## src/rtl/axi_mem_port_arbiter.sv

```systemverilog
// rtl/axi_mem_port_arbiter.sv - round-robin arbiter sharing one SRAM port between AXI write and read controllers
// Optional burst lock: define AXI_MEM_ARB_BURST_LOCK_EN.
module axi_mem_port_arbiter #(
    parameter int MEM_ADDR_WIDTH = 13,
    parameter int DATA_WIDTH     = 64,
    parameter int NUMBYTES       = DATA_WIDTH / 8,
    parameter int MAX_LOCK_BEATS = 16
) (
    input  logic                      clk,
    input  logic                      rst_n,
    input  logic                      W_valid_i,
    output logic                      W_grant_o,
    input  logic                      W_CEN_i,
    input  logic                      W_WEN_i,
    input  logic [MEM_ADDR_WIDTH-1:0] W_A_i,
    input  logic [DATA_WIDTH-1:0]     W_D_i,
    input  logic [NUMBYTES-1:0]       W_BE_i,
    input  logic                      R_valid_i,
    output logic                      R_grant_o,
    input  logic                      R_CEN_i,
    input  logic                      R_WEN_i,
    input  logic [MEM_ADDR_WIDTH-1:0] R_A_i,
    output logic [DATA_WIDTH-1:0]     R_Q_o,
    output logic                      R_rvalid_o,
    output logic                      MEM_CEN_o,
    output logic                      MEM_WEN_o,
    output logic [MEM_ADDR_WIDTH-1:0] MEM_A_o,
    output logic [DATA_WIDTH-1:0]     MEM_D_o,
    output logic [NUMBYTES-1:0]       MEM_BE_o,
    input  logic [DATA_WIDTH-1:0]     MEM_Q_i
);

    if (MAX_LOCK_BEATS < 1 || MAX_LOCK_BEATS > 256) begin : g_bad_lock_beats
        $error("MAX_LOCK_BEATS out of range 1..256");
    end

    logic                  last_w_q, last_w_d;
    logic                  rd_pend_q, rd_pend_d;
    logic [DATA_WIDTH-1:0] q_hold_q, q_hold_d;
    logic                  w_wins;

    // The read port never writes the SRAM, so its write enable is ignored.
    logic unused_r_wen;
    assign unused_r_wen = R_WEN_i;

`ifdef AXI_MEM_ARB_BURST_LOCK_EN
    localparam int CW = $clog2(MAX_LOCK_BEATS + 1);

    logic [CW-1:0] lock_cnt_q, lock_cnt_d;
    logic          lock_hold;

    // A zero count means the owner went idle, which releases the lock.
    assign lock_hold = (lock_cnt_q != '0) && (lock_cnt_q < CW'(MAX_LOCK_BEATS));

    always_comb begin
        w_wins = lock_hold ? last_w_q : ~last_w_q;
    end

    always_comb begin
        lock_cnt_d = lock_cnt_q;
        if (!W_grant_o && !R_grant_o) begin
            lock_cnt_d = '0;
        end else if (W_grant_o != last_w_q) begin
            lock_cnt_d = CW'(1);
        end else if (lock_cnt_q != CW'(MAX_LOCK_BEATS)) begin
            lock_cnt_d = lock_cnt_q + CW'(1);
        end
    end

    always_ff @(posedge clk or negedge rst_n) begin
        if (!rst_n) begin
            lock_cnt_q <= '0;
        end else begin
            lock_cnt_q <= lock_cnt_d;
        end
    end
`else
    always_comb begin
        w_wins = ~last_w_q;
    end
`endif

    always_comb begin
        W_grant_o = W_valid_i & (~R_valid_i | w_wins);
        R_grant_o = R_valid_i & ~(W_valid_i & w_wins);
    end

    always_comb begin
        MEM_CEN_o = 1'b1;
        MEM_WEN_o = 1'b1;
        MEM_A_o   = W_A_i;
        MEM_D_o   = W_D_i;
        MEM_BE_o  = W_BE_i;
        if (W_grant_o) begin
            MEM_CEN_o = W_CEN_i;
            MEM_WEN_o = W_WEN_i;
        end else if (R_grant_o) begin
            MEM_CEN_o = R_CEN_i;
            MEM_A_o   = R_A_i;
        end
    end

    always_comb begin
        last_w_d  = last_w_q;
        if (W_grant_o) begin
            last_w_d = 1'b1;
        end else if (R_grant_o) begin
            last_w_d = 1'b0;
        end
        rd_pend_d = R_grant_o & ~R_CEN_i;
        q_hold_d  = rd_pend_q ? MEM_Q_i : q_hold_q;
    end

    always_ff @(posedge clk or negedge rst_n) begin
        if (!rst_n) begin
            last_w_q  <= 1'b0;
            rd_pend_q <= 1'b0;
            q_hold_q  <= '0;
        end else begin
            last_w_q  <= last_w_d;
            rd_pend_q <= rd_pend_d;
            q_hold_q  <= q_hold_d;
        end
    end

    // Fresh SRAM data passes straight through; otherwise the last read result is held.
    assign R_rvalid_o = rd_pend_q;
    assign R_Q_o      = rd_pend_q ? MEM_Q_i : q_hold_q;

endmodule

```

## config.mk

```make
export PLATFORM = sky130hd
export DESIGN_NAME = axi_mem_port_arbiter
export DESIGN_NICKNAME = d
export VERILOG_FILES = /design/src/rtl/axi_mem_port_arbiter.sv
export SDC_FILE = /design/constraint.sdc
export NUM_CORES = 1
export LEC_CHECK = 0
export CAP_MARGIN = 20
export CORE_AREA = 2 2 126 128
export CTS_BUF_LIST = sky130_fd_sc_hd__clkbuf_2 sky130_fd_sc_hd__clkbuf_4 sky130_fd_sc_hd__clkbuf_8
export CTS_CLUSTER_SIZE = 28
export DETAILED_ROUTE_END_ITERATION = 10
export DIE_AREA = 0 0 128 130
export GPL_TIMING_DRIVEN = 0
export PLACE_DENSITY_LB_ADDON = 0.05
export SYNTH_ARGS = -nofsm -noshare
export SYNTH_HDL_FRONTEND = slang
export SYNTH_SLANG_ARGS = --single-unit
```

## constraint.sdc

```tcl
create_clock -name clk -period 1.1 [get_ports clk]
set_input_delay 0.11 -clock clk [delete_from_list [all_inputs] [get_ports clk]]
set_output_delay 0.11 -clock clk [all_outputs]
set_load 0.005 [all_outputs]
```

==> flow_summary.toml <==
[detailed_routing]
routedWlPerCell_um = 17.1
dr.pass1.iters = 4
vias = 2791
drtIter0Drc = 59
vias_per_cell = 3.85
drc = 0
ant_nets = 0
postRouteWirelength_mm = 12.4

[sta]
finalSetupViolCount = 145
slew_headroom_pct = 74.7
layout_min_cycle_time_ns = 1.75
drv_slew = 0
whs_ns = 0.216
setup_ws_ns = -0.646
fmax_ghz = 0.573
fin_worst_skew_ns = 0.00826
hold_viol = 0
finalCritPeriodShare_pct = 159
tightest_slew_ns = 0.379
rsz0062_at_grt = "true"

[critical_path]
cp.buffers_inverters = 4
path_cells = "buf_12 > buf_8 > buf_16 > mux2_4 > buf_6"
cpMaxStageDelayCell = "dfrtp_2"
rr_endpoint = "q_hold_q[18]"
worst_ep_required_time_ns = 0.99
cp-end-kind = "output pin"
cp_max_fo = 5
rr_worst_depth = 4
slowest_delay_ns = 0.45
cp-start-kind = "register"
r2r_slack_ns = -0.18
critical_path_arrival_ns = 1.64
r2r_start = "R_rvalid_o"
crit_type = "reg2out"
path_delay_family = "buffers and inverters"

[clocking]
cts_num_sinks = 66
cts.clk_slew.worst_paths_ns = 0.07
root_buffer = "clkbuf_8"
htree_levels = 3
clk_latency_ns = 0.36
cts_tree = "done"
cts_buffers = 9
cts.path.max_buffers = 2

[placement]
hpwl_mm = 9.61
io_buffers = 250
place_congestion = 0.730

[global_routing]
grt_pass1_wl_mm = 17.4
grt_max_degree = 42
antenna_found_initial = 0
grt-ovfl-total = 0
grtUsageTotal_pct = 14.4
first_global_vias = 2989

[die]
core-area_um2 = 15400
die_area_um2 = 16600
ioPinCount = 324
die_width_um = 128
die_h_um = 130
floorplan.initialDensity_pct = 20.8
row_count = 46

[cells_and_area]
diodes = 0
nets = 697
finish.utilization_pct = 44.8
area_growth_pct = 115
final_cell_mix = "clkdlybuf4s50_1, buf_6, buf_4, dfrtp_1, mux2_4"
drive_gt1_share_pct = 55.5
layout_commonest_cell = "clkdlybuf4s50_1"
fill_cells = 1484

[synthesis]
ys_types = 14
ys_warn_count = 0
synth_area_um2 = 3210
syn_avg_cell_area_um2 = 13.8
synth.largest_area_cell = "dfrtp_1"
netlist_instances = 233
yosysSeqAreaShare_pct = 51.4
syn_nets = 403
synthTopCellsByArea = "dfrtp_1, mux2_2, buf_4"
ys_seq_elements = 66
yosysTopAreaCellShare_pct = 51.4

[power_and_ir_drop]
p_clk_share_pct = 24.6
irDropWorstVdd_mv = 0.476
p_comb_share_pct = 41.2
p_sw_share_pct = 24.5
p_leak_nw = 3.18
p_switching_mw = 2.18
p_int_mw = 6.74
pwr-share-seq_pct = 34.2
pwr_density_cell_nw_per_um2 = 1290

[outcome]
outcome = "finished with violations"
violations = "setup timing"

[job]
cap_violations = 0

[hold_path]
hp-class = "in2async"
[kinds of logic (layout without fill, tap and decap cells)]
| family | Yosys count | in the layout | share of synthesized area [%] |
|---|---|---|---|
| buf+inv | 83 | 382 | 19.1 |
| mux | 77 | 77 | 27.8 |
| flops | 66 | 66 | 51.4 |
| simple gates | 4 | 4 | 1.09 |
| compound gates | 3 | 3 | 0.662 |
[sequential cells by signal, indices dropped and copies added (netlist names)]
signal / count
R_rvalid_o: 1
last_w_q: 1
q_hold_q: 64
[per-stage QoR]
step	instance area [um^2]	power, mW	cells	setup TNS (ns)	worst slack [ns]
after floorplan	3330	4.25	233	-3.69	-0.0602
final	6920	8.92	724	-52.87	-0.646
after detailed placement	6100	6.27	676	-54.33	-0.799
after CTS	6900	9.06	723	-63.99	-0.702
after global placement	6070	6.25	675	-221.38	-2.58
after global routing	6920	9.45	724	-59.79	-0.721
[worst max path at each step]
stage / start / to / slack [ns] / cells after the start
after CTS: R_rvalid_o / R_Q_o[13] / -0.70 / 5
after global routing: last_w_q / MEM_A_o[6] / -0.72 / 6
after floorplan: last_w_q / MEM_A_o[10] / -0.06 / 4
after global placement: rst_n / q_hold_q[45] / -2.58 / 1
final: R_rvalid_o / R_Q_o[3] / -0.65 / 5
after detailed placement: W_valid_i / MEM_A_o[10] / -0.80 / 6
[power by group through the flow]
stage | logic [mW] | clock network [mW] | registers [mW]
after global routing | 3.95 | 2.39 | 3.10
after global placement | 3.17 | 0 | 3.08
final | 3.68 | 2.19 | 3.05
after floorplan | 1.21 | 0 | 3.05
after detailed placement | 3.17 | 0 | 3.09
after CTS | 3.68 | 2.33 | 3.05
[layout make-up]
type	instances	area [um^2]	area share, %
Clock inverter	2	35.0	0.507
Inverter	3	11.3	0.163
Clock buffer	14	174	2.51
Timing Repair Buffer	286	3030	43.7
Sequential cell	66	1650	23.9
Buffer	77	641	9.26
Multi-Input combinational cell	84	1140	16.4
Tap cell	192	240	3.47
[cells in the mapped netlist]
library cell / instances
a21boi_0: 1
a2bb2oi_1: 1
buf_2: 1
buf_4: 78
buf_6: 1
dfrtp_1: 66
inv_1: 3
mux2_2: 70
mux2_4: 7
nand2_4: 1
nand2b_1: 1
nand2b_4: 1
nor2_1: 1
o21ai_0: 1
[metal layers]
metal	track usage [%]	up-vias	part of all wire (%)
met4	3.30	0	0.91
met5	0	-	0
li1	-	1292	-
met1	14.1	1338	34
met2	24.1	151	50
met3	11.3	10	15
[what timing repair did]
action	4_1_cts	5_1_grt
hold endpoints to repair	26	0
setup buffers	25	10
hold buffers	1	0
endpoints found under the setup margin	142	147
gates cloned	5	0
gates resized for setup	448	24
(Power assumes the default switching activity.)
